$ cat src/rtl/pipeline_pkg.sv
// Shared pipeline types and constants: NOP encoding, PC step, fetch FSM states.
// Latency: none (types/constants only).
// Backpressure: none (types/constants only).
package pipeline_pkg;

  localparam logic [31:0] NOP_INST = 32'h0000_0013;  // addi x0, x0, 0
  localparam logic [31:0] PC_STEP  = 32'd4;

  typedef enum logic [1:0] {
    S_BOOT,
    S_RUN,
    S_DRAIN
  } fetch_state_e;

  // One buffered fetch result: request PC plus returned instruction word.
  typedef struct packed {
    logic [31:0] pc;
    logic [31:0] inst;
  } fetch_entry_t;

endpackage

$ cat src/rtl/fetch_fifo.sv
// Synchronous FIFO with clear; DEPTH must be a power of two.
// Latency: a pushed word is readable at pop_data the cycle after the push.
// Backpressure: pop on empty is ignored; push on full is ignored unless a pop frees the slot.
module fetch_fifo #(
  parameter int DEPTH = 2,
  parameter int WIDTH = 64
) (
  input  logic                     clk,
  input  logic                     rst_n,
  input  logic                     clear,
  input  logic                     push,
  input  logic [WIDTH-1:0]         push_data,
  input  logic                     pop,
  output logic [WIDTH-1:0]         pop_data,
  output logic [$clog2(DEPTH):0]   count,
  output logic                     empty,
  output logic                     full
);

  localparam int AW = $clog2(DEPTH);

  logic [WIDTH-1:0] mem [DEPTH];
  logic [AW-1:0]    wr_ptr;
  logic [AW-1:0]    rd_ptr;
  logic             do_push;
  logic             do_pop;

  assign empty    = (count == '0);
  assign full     = (count == (AW+1)'(DEPTH));
  assign do_pop   = pop & ~empty;
  assign do_push  = push & (~full | do_pop);
  assign pop_data = mem[rd_ptr];

  // Pointer and occupancy tracking; clear wins over any push/pop in the same cycle.
  always_ff @(posedge clk or negedge rst_n) begin
    if (!rst_n) begin
      wr_ptr <= '0;
      rd_ptr <= '0;
      count  <= '0;
    end else if (clear) begin
      wr_ptr <= '0;
      rd_ptr <= '0;
      count  <= '0;
    end else begin
      if (do_push) wr_ptr <= wr_ptr + AW'(1);
      if (do_pop)  rd_ptr <= rd_ptr + AW'(1);
      count <= count + (AW+1)'(do_push) - (AW+1)'(do_pop);
    end
  end

  // Storage array; contents need no reset because count gates every read.
  always_ff @(posedge clk) begin
    if (do_push && !clear) mem[wr_ptr] <= push_data;
  end

endmodule

$ cat src/rtl/fetch_cycle.sv
// RV32I fetch stage: owns the PC, issues in-order imem requests, buffers words for decode.
// Latency: gnt in cycle N, word buffered at end of N+1, presented to decode after the N+2 edge.
// Backpressure: stall freezes the decode register; requests limited by FIFO+outstanding credit.
// Build option FETCH_MISALIGN_CHK_EN: flags misaligned redirect targets on o_fetch_misalign.
module fetch_cycle
  import pipeline_pkg::*;
#(
  parameter logic [31:0] RESET_PC   = 32'h0000_0000,
  parameter int          FIFO_DEPTH = 2
) (
  input  logic        i_fetch_clk,
  input  logic        i_fetch_reset_n,
  input  logic        i_fetch_stall,
  input  logic        i_fetch_flush,
  input  logic [31:0] i_fetch_redirect_pc,
  output logic        o_fetch_imem_req,
  output logic [31:0] o_fetch_imem_addr,
  input  logic        i_fetch_imem_gnt,
  input  logic        i_fetch_imem_rvalid,
  input  logic [31:0] i_fetch_imem_rdata,
  output logic [31:0] o_fetch_pc_de,
  output logic [31:0] o_fetch_inst_de,
  output logic        o_fetch_insn_vld_de,
  output logic        o_fetch_misalign
);

  localparam int AW = $clog2(FIFO_DEPTH);
  localparam int CW = AW + 1;                      // holds 0..FIFO_DEPTH
  localparam logic [CW:0] DEPTH_C = (CW+1)'(FIFO_DEPTH);

  fetch_state_e state, state_nxt;

  logic [31:0]   pc;
  logic [CW-1:0] outstanding;
  logic [CW-1:0] out_nxt;
  logic [CW-1:0] drop;
  logic [CW-1:0] drop_nxt;
  logic [CW:0]   credit_used;

  logic          accept;
  logic          rsp_keep;
  logic          fifo_push;
  logic          fifo_pop;
  logic          fifo_empty;
  logic          fifo_full;
  logic [CW-1:0] fifo_count;
  fetch_entry_t  fifo_wdata;
  fetch_entry_t  fifo_rdata;

  // Request-PC queue, one entry per outstanding request that will be kept.
  logic [31:0]   pcq [FIFO_DEPTH];
  logic [AW-1:0] pcq_wr;
  logic [AW-1:0] pcq_rd;

  assign accept   = o_fetch_imem_req & i_fetch_imem_gnt;
  assign rsp_keep = i_fetch_imem_rvalid & (drop == '0) & ~i_fetch_flush;
  assign fifo_pop = ~i_fetch_flush & ~i_fetch_stall & ~fifo_empty;
  assign out_nxt  = outstanding + CW'(accept) - CW'(i_fetch_imem_rvalid);

  // The slot being popped this cycle counts as free, so a 1-cycle memory
  // sustains one instruction per cycle with only two buffer entries.
  assign credit_used = {1'b0, fifo_count} + {1'b0, outstanding} - (CW+1)'(fifo_pop);

  assign o_fetch_imem_req  = (state == S_RUN) & ~i_fetch_flush & (credit_used < DEPTH_C);
  assign o_fetch_imem_addr = pc;

  // Next state and drop counter; a flush reloads drop with what is still in flight.
  always_comb begin
    state_nxt = state;
    drop_nxt  = drop;
    case (state)
      S_BOOT:  state_nxt = S_RUN;
      S_RUN:   state_nxt = S_RUN;
      S_DRAIN: state_nxt = S_DRAIN;
      default: state_nxt = S_BOOT;
    endcase
    if (i_fetch_flush) begin
      drop_nxt  = out_nxt;
      state_nxt = (out_nxt != '0) ? S_DRAIN : S_RUN;
    end else begin
      if (i_fetch_imem_rvalid && (drop != '0)) drop_nxt = drop - CW'(1);
      if ((state == S_DRAIN) && (drop_nxt == '0)) state_nxt = S_RUN;
    end
  end

  // FSM state, program counter and in-flight bookkeeping.
  always_ff @(posedge i_fetch_clk or negedge i_fetch_reset_n) begin
    if (!i_fetch_reset_n) begin
      state       <= S_BOOT;
      pc          <= RESET_PC;
      outstanding <= '0;
      drop        <= '0;
    end else begin
      state       <= state_nxt;
      outstanding <= out_nxt;
      drop        <= drop_nxt;
      if (i_fetch_flush)  pc <= i_fetch_redirect_pc & ~32'h3;
      else if (accept)    pc <= pc + PC_STEP;
    end
  end

  // Request-PC queue pointers; a flush empties it since every older response is dropped.
  always_ff @(posedge i_fetch_clk or negedge i_fetch_reset_n) begin
    if (!i_fetch_reset_n) begin
      pcq_wr <= '0;
      pcq_rd <= '0;
    end else if (i_fetch_flush) begin
      pcq_wr <= '0;
      pcq_rd <= '0;
    end else begin
      if (accept)   pcq_wr <= pcq_wr + AW'(1);
      if (rsp_keep) pcq_rd <= pcq_rd + AW'(1);
    end
  end

  // Request-PC storage, written as the request is granted.
  always_ff @(posedge i_fetch_clk) begin
    if (accept) pcq[pcq_wr] <= pc;
  end

  assign fifo_wdata = '{pc: pcq[pcq_rd], inst: i_fetch_imem_rdata};
  assign fifo_push  = rsp_keep & (~fifo_full | fifo_pop);

  fetch_fifo #(
    .DEPTH (FIFO_DEPTH),
    .WIDTH ($bits(fetch_entry_t))
  ) u_fifo (
    .clk       (i_fetch_clk),
    .rst_n     (i_fetch_reset_n),
    .clear     (i_fetch_flush),
    .push      (fifo_push),
    .push_data (fifo_wdata),
    .pop       (fifo_pop),
    .pop_data  (fifo_rdata),
    .count     (fifo_count),
    .empty     (fifo_empty),
    .full      (fifo_full)
  );

  // Decode-facing register: flush kills, stall holds, otherwise load head or a NOP bubble.
  always_ff @(posedge i_fetch_clk or negedge i_fetch_reset_n) begin
    if (!i_fetch_reset_n) begin
      o_fetch_pc_de       <= 32'h0;
      o_fetch_inst_de     <= NOP_INST;
      o_fetch_insn_vld_de <= 1'b0;
    end else if (i_fetch_flush) begin
      o_fetch_inst_de     <= NOP_INST;
      o_fetch_insn_vld_de <= 1'b0;
    end else if (!i_fetch_stall) begin
      if (!fifo_empty) begin
        o_fetch_pc_de       <= fifo_rdata.pc;
        o_fetch_inst_de     <= fifo_rdata.inst;
        o_fetch_insn_vld_de <= 1'b1;
      end else begin
        o_fetch_inst_de     <= NOP_INST;
        o_fetch_insn_vld_de <= 1'b0;
      end
    end
  end

`ifdef FETCH_MISALIGN_CHK_EN
  logic misalign_q;

  // Sticky misaligned-target flag, re-evaluated on every flush.
  always_ff @(posedge i_fetch_clk or negedge i_fetch_reset_n) begin
    if (!i_fetch_reset_n)   misalign_q <= 1'b0;
    else if (i_fetch_flush) misalign_q <= |i_fetch_redirect_pc[1:0];
  end

  assign o_fetch_misalign = misalign_q;
`else
  assign o_fetch_misalign = 1'b0;
`endif

endmodule

$ cat config.mk
export PLATFORM = sky130hd
export DESIGN_NAME = fetch_cycle
export DESIGN_NICKNAME = d
export VERILOG_FILES = /design/src/rtl/pipeline_pkg.sv /design/src/rtl/fetch_fifo.sv /design/src/rtl/fetch_cycle.sv
export SDC_FILE = /design/constraint.sdc
export NUM_CORES = 1
export LEC_CHECK = 0
export BUFFER_PORTS_ARGS = -buffer_cell sky130_fd_sc_hd__buf_4
export CAP_MARGIN = 20
export CORE_ASPECT_RATIO = 0.9
export CORE_MARGIN = 2
export CORE_UTILIZATION = 55
export DETAILED_ROUTE_END_ITERATION = 16
export PLACE_DENSITY = 0.86
export SLEW_MARGIN = 20
export SYNTH_ARGS = -nofsm -noshare
export SYNTH_HDL_FRONTEND = slang
export SYNTH_SLANG_ARGS = --single-unit
$ cat constraint.sdc
create_clock -name i_fetch_clk -period 6.1 [get_ports i_fetch_clk]
set_input_delay 0.915 -clock i_fetch_clk [delete_from_list [all_inputs] [get_ports i_fetch_clk]]
set_output_delay 0.915 -clock i_fetch_clk [all_outputs]
set_load 0.005 [all_outputs]
### Word level (Yosys, flattened, before mapping)

Memory sizes are Yosys's and may differ from the RTL's.
Index checks and enable logic that the tools add are counted.

| storage, ports and cells | value |
|---|---|
| flip-flop bits (word level) | 109 |
| RAM bits | 192 |
| bits of input ports | 70 |
| output and inout bits | 99 |
| logic and storage cells | 91 |
| memories | 2 |

Memory list:

| memory | depth | bits a word | rd ports | clocked after Yosys merged registers in | write ports | line | source |
|---|---|---|---|---|---|---|---|
| u_fifo.mem | 2 | 64 | 1 | 0 | 1 | fetch_fifo.sv:22 | `logic [WIDTH-1:0] mem [DEPTH];` |
| pcq | 2 | 32 | 1 | 0 | 1 | fetch_cycle.sv:51 | `logic [31:0] pcq [FIFO_DEPTH];` |

| operators by class | value |
|---|---|
| add/subtract/negate cells | 12 |
| order comparisons | 1 |
| eq/ne operators | 4 |
| mux-type cells | 28 |
| bitwise operators | 16 |
| reductions and logical operators | 16 |

Operator list:

| operator | count |
|---|---|
| 2-to-1 mux 32 bit | 5 |
| adder 32 x 3 -> 32 bit, second input constant | 1 |
| 2-to-1 mux 1 bit | 15 |
| 2-to-1 mux 2 bit | 7 |
| nonzero test 2 bit | 6 |
| AND 1 bit | 10 |
| zero test 2 bit | 4 |
| adder 1 bit, second input constant | 4 |
| adder 2 x 1 -> 2 bit | 2 |
| == test 2 bit, second input constant | 2 |
| inverter 1 bit | 4 |
| one-hot mux 2 bit (2 select lines) | 1 |
| subtractor 2 x 1 -> 2 bit | 2 |
| adder 2 x 2 -> 3 bit | 1 |
| logical AND 1 bit | 3 |
| less-than comparator 3 x 2 -> 1 bit, second input constant | 1 |
| AND reduction 3 bit | 1 |
| subtractor 3 x 1 -> 3 bit | 1 |
| == test 2 x 1 -> 1 bit, second input constant | 1 |
| != test 2 x 1 -> 1 bit, second input constant | 1 |
| OR 1 bit | 2 |
| OR reduction 2 bit | 1 |
| subtractor 2 x 1 -> 2 bit, second input constant | 1 |
| zero test 1 bit | 1 |

### Logic depth before layout (Yosys ltp)

| depth | value |
|---|---|
| depth after elaboration | 12 |
| mapped depth | 18 |
| gate-level depth less buffers | 15 |

### Cells and area by module

Synthesis repeated with hierarchy kept, for this count alone.

| unflattened totals | value |
|---|---|
| cell total of the unflattened synthesis | 810 |
| area, all modules | 11840.1 sq um |

By module, submodules not included:

| module | times used | cells each | area each (sq um) | seq. area each (sq um) |
|---|---|---|---|---|
| fetch_cycle | 1 | 582 | 6937.9 | 4383.0 |
| fetch_fifo | 1 | 228 | 4902.2 | 3943.8 |

### Worst setup path before layout

Ideal clock, no wire load.

| timing | value |
|---|---|
| path type | input-to-reg |
| start point | input port i_fetch_flush |
| end point | memory pcq[0][10], enable pin |
| library setup time | 0.417 ns |
| arrival | 4.614 ns |
| required time | 5.683 ns |
| setup slack | 1.069 ns |
| stages on the path | 12 |
| buffers on the path | 3 |
| path through | clkbuf_1 > inv_1 > nand2b_1 > clkbuf_1 > clkbuf_1 > inv_1 > ha_1 > nand2b_1 > fa_1 > and4b_1 > nand3_1 > nor2_1 |

| between the ends | value |
|---|---|
| word-level cells in the longest chain between the ends | 9 |
| elaborated cells between the ends (all ways) | 10 |
| those cells by class | add/sub: 1; order compare: 1; mux: 2; bitwise: 6 |

RTL lines:

| what | line | source |
|---|---|---|
| start, declared | fetch_cycle.sv:14 | `input logic i_fetch_flush,` |
| inverter 1 bit (no line) (*) | n/a |  |
| AND 1 bit (2 in series) | fetch_cycle.sv:57 | `assign fifo_pop = ~i_fetch_flush & ~i_fetch_stall & ~fifo_empty;` |
| subtractor 3 x 1 -> 3 bit | fetch_cycle.sv:62 | `assign credit_used = {1'b0, fifo_count} + {1'b0, outstanding} - (CW+1)'(fifo_pop);` |
| less-than comparator 3 x 2 -> 1 bit | fetch_cycle.sv:64 | `assign o_fetch_imem_req = (state == S_RUN) & ~i_fetch_flush & (credit_used < DEPTH_C);` |
| AND 1 bit (*) | fetch_cycle.sv:64 |  |
| AND 1 bit (*) | fetch_cycle.sv:55 | `assign accept = o_fetch_imem_req & i_fetch_imem_gnt;` |
| 2-to-1 mux 1 bit (*) | fetch_cycle.sv:118 | `if (accept) pcq[pcq_wr] <= pc;` |
| 2-to-1 mux 1 bit (not written as such) (*) | fetch_cycle.sv:118 |  |
| end, declared | fetch_cycle.sv:51 |  |

Mark *: on every way between the ends. The rest lies on a longest branch, timed or not.

### Worst setup path in the final report

| timing | value |
|---|---|
| start point | input port i_fetch_flush |
| end point | register state[0] |

| between the ends | value |
|---|---|
| word-level cells in the longest chain between the ends | 12 |
| elaborated cells between the ends (all ways) | 13 |
| those cells by class | add/sub: 3; order compare: 1; mux: 2; bitwise: 6; reduce/logical: 1 |

RTL lines:

| what | line | source |
|---|---|---|
| inverter 1 bit (no line) (*) | n/a |  |
| AND 1 bit (2 in series) | fetch_cycle.sv:57 |  |
| subtractor 3 x 1 -> 3 bit | fetch_cycle.sv:62 |  |
| less-than comparator 3 x 2 -> 1 bit | fetch_cycle.sv:64 |  |
| AND 1 bit (*) | fetch_cycle.sv:64 |  |
| AND 1 bit (*) | fetch_cycle.sv:55 |  |
| adder 2 x 1 -> 2 bit (*) | fetch_cycle.sv:58 | `assign out_nxt = outstanding + CW'(accept) - CW'(i_fetch_imem_rvalid);` |
| subtractor 2 x 1 -> 2 bit (*) | fetch_cycle.sv:58 |  |
| net out_nxt[1] | fetch_cycle.sv:35 | `logic [CW-1:0] out_nxt;` |
| nonzero test 2 bit (*) | fetch_cycle.sv:79 | `state_nxt = (out_nxt != '0) ? S_DRAIN : S_RUN;` |
| 2-to-1 mux 2 bit (*) | fetch_cycle.sv:79 |  |
| 2-to-1 mux 2 bit (*) | fetch_cycle.sv:77 | `if (i_fetch_flush) begin` |
| net state_nxt[0] | fetch_cycle.sv:31 | `fetch_state_e state, state_nxt;` |
| end signal, assigned | fetch_cycle.sv:94 | `state <= state_nxt;` |
| end, declared | fetch_cycle.sv:31 |  |

The timed path passes the listed nets; every way through them passes the cells marked *.
A chain may end at the register's enable or synchronous reset.

==> metrics <==
first-pass GRT wire length 39.1 mm; Layout Skew 0.00988 ns; Clock transition at path regs 0.06 ns; total clock sinks 289; slew margin rel. 42.2%; reg2reg setup slack 2.06 ns; initial antenna violation count 0; Avg Vias per Cell 5.82; Ports 169; post-synthesis cell area 11400 sq um; Max-cap violations 0; Crit. End Element flop; Reg-to-Reg End state[0]$_DFF_PN0_; Top Usage Layer GRT met2; static leakage 5.36 nW; area fraction of the dominant cell type after synthesis 48.5%; DR vias 7167; Core Area 20200 sq um; Synth area leaders edfxtp_1 (49%), dfrtp_1 (22%), mux2i_1 (5.6%), o21ai_0 (3.2%), mux2_2 (3.1%); final hold viol count 0; hold buffer count at CTS 0; # resized after CTS 0; grt met2 use 37.4%; peak supply drop 0.236 mV; syn_area_per_cell 14.4 sq um; PD cells 393 nW/um^2; CTS buffer count 29; layout cell share with drive strength beyond 1 27.1%; Post-CTS Setup Inserts 0; Final ANT Viol Nets 0; Setup Crit Path Kind input pin to flop; Synth Flop Type edfxtp_1; CP max FO 46; Max Clk Rate 0.240 GHz; Startpoint Class input pin; Post-Synth Simple-Gate Area 8.84%; H-tree depth 1; Die W 156 um; YS warnings 0; Post-Syn Instances 793; DR iter-0 viols 619; Tmin final 4.17 ns; Design Area, Final 13900 sq um; WL/cell 20.0 um; GP Congestion 0.866; Longest Clk Path Bufs 3; Root Driver clkbuf_16; Total GRT Usage 22.7%; FP Rows 49; Worst path max stage delay 0.51 ns; area leader, netlist edfxtp_1; Initial Utilization 56.5%; most frequent cell after synthesis edfxtp_1; Hold Path Class input pin to async pin; status complete, no violations; R2R cell count 15; largest net degree at the start of global routing 92; met1 Use GR 30.8%; area delta synth->final 22.2%; CP required 6.52 ns; Crit path arrival time 4.60 ns; die height 141 um; drt pass-1 iters 5; worst-path cell chain buf_4 -> inv_1 -> nand2b_2 -> inv_1 -> ha_1 -> nand2b_1 -> fa_1 -> and4b_1 -> nand3_1 -> ha_1 -> inv_1 -> ha_1 -> xnor2_1 -> xnor2_1 -> o21ai_0 -> o31a_1; post-synthesis compound-gate area fraction 6.40%; unrepaired setup endpoints after global routing false; WL final 24.6 mm; Worst Tran Pin Value 0.867 ns; Post-Synth XOR/XNOR Area 1.15%; n_diodes 0; Adder-Cell Fraction of Synth Area 1.05%; number of flops mapped to enable cells by yosys 184; largest family of logic cells by synthesized area simple AND/OR/NAND/NOR gates; Fin Setup TNS 0 ns; DP Area 12800 sq um; worst skew pair latency 0.54 ns; Async S/R FF share, synth 36.3%; final hold slack 0.420 ns; Slew Viols, Final 0; R2R Path Start u_fifo.count[1]$_DFF_PN0_; final net count 1034; DRC Markers 0; vias in the first global route 7359; register area share after synthesis 71.6%; Crit-path slowest cell fa_1; Synth top cells by count edfxtp_1 (184), dfrtp_1 (102), nand2_1 (87); Netlist cell types 47; DP HPWL 15.3 mm; multiplexer area fraction after synthesis 8.69%; Final Setup Violations 0; total grt overflow 0; met3 Use GR 4.39%; IO buf count 161; fillcell total 1296; Final Cycle Share 68.4%; die area 21900 sq um; CTS tree built; register bit total from synthesis 289
## sequential cells by signal (all words and copies together) (netlist names)
register / cells
o_fetch_pc_de: 30
u_fifo.count: 2
u_fifo.rd_ptr: 1
pcq_rd: 1
o_fetch_imem_addr: 30
o_fetch_insn_vld_de: 1
outstanding: 2
u_fifo.wr_ptr: 1
pcq: 60
pcq_wr: 1
state: 2
o_fetch_inst_de: 32
u_fifo.mem: 124
drop: 2
## cells in the final DEF (no fill, tap or decap), drive strengths merged, types with 2 or more instances in the layout
master | netlist | final
edfxtp | 184 | 184
buf | 17 | 172
dfrtp | 102 | 102
nand2 | 87 | 87
o21ai | 72 | 72
mux2i | 64 | 64
clkbuf | 28 | 32
mux2 | 31 | 31
nor2 | 27 | 27
or4 | 19 | 19
o31ai | 18 | 18
a31oi | 17 | 17
inv | 15 | 16
nand4 | 16 | 16
nand3 | 15 | 15
clkinv | 0 | 10
xnor2 | 8 | 8
ha | 8 | 8
nor2b | 8 | 8
xor2 | 7 | 7
bufinv | 0 | 7
and2 | 6 | 6
and4 | 6 | 6
conb | 1 | 5
and3 | 4 | 4
nor3 | 4 | 4
a21oi | 4 | 4
nor4 | 3 | 3
clkinvlp | 0 | 3
dfstp | 3 | 3
o211ai | 2 | 2
o21a | 2 | 2
a221oi | 2 | 2
nand2b | 2 | 2
## per-stage QoR
step	instances	util [%]	total power [mW]	setup slack (ns)
2_1_floorplan	797	-	3.09	1.07
3_3_place_gp	1178	63.6	3.51	1.53
3_5_place_dp	1178	63.6	3.57	1.41
4_1_cts	1231	68.8	5.49	1.96
5_1_grt	1232	69.0	5.72	1.63
6_report	1232	69.0	5.46	1.93
## where the power goes
part / switching, mW / total [mW] / internal (mW)
registers: 0.175 / 2.55 / 2.37
logic: 0.518 / 0.992 / 0.474
clock network: 0.724 / 1.92 / 1.20
## how the worst max path moves through the flow
stage / startpoint / end / depth (start not counted)
after detailed placement: i_fetch_flush / state[0]$_DFF_PN0_ / 16
final: i_fetch_flush / state[0]$_DFF_PN0_ / 16
after global placement: i_fetch_flush / state[0]$_DFF_PN0_ / 16
after floorplan: i_fetch_flush / pcq[0][10]$_DFFE_PP_ / 12
after CTS: i_fetch_flush / state[0]$_DFF_PN0_ / 16
after global routing: i_fetch_flush / state[0]$_DFF_PN0_ / 16
## layer usage
metal,vias to the layer above,part of all wire [%]
met5,-,0
met4,0,2.7
met3,56,7.4
met2,324,49
met1,3516,41
li1,3271,-
## critical path: cells and delay by family
family                   cells  cell delay [ns]
AND/OR/NAND/NOR              4             1.06
AO/OA/AOI/OAI                2             0.32
buffers and inverters        4             0.58
adder cells (fa/ha/maj)      4             1.31
XOR/XNOR                     2             0.40
## final cells by class
| cell class | count | area, sq um | share of cell area (%) |
|---|---|---|---|
| flip-flops and latches | 289 | 8160 | 58.7 |
| multi-input cells | 448 | 3010 | 21.7 |
| repair buffers | 172 | 1310 | 9.42 |
| clock buffers | 32 | 767 | 5.51 |
| well taps | 255 | 319 | 2.29 |
| clock inverters | 21 | 287 | 2.06 |
| inverters | 15 | 56.3 | 0.405 |
## kinds of logic (layout without fill, tap and decap cells)
logic type / after synthesis / count (layout)
adder cells (fa/ha/maj): 9 / 9
buffers and inverters: 60 / 240
AO/OA/AOI/OAI: 124 / 124
AND/OR/NAND/NOR: 200 / 200
XOR/XNOR: 15 / 15
multiplexers: 95 / 95
flip-flops: 289 / 289
other: 1 / 5
Note: power is estimated with default switching activity, not from simulation.
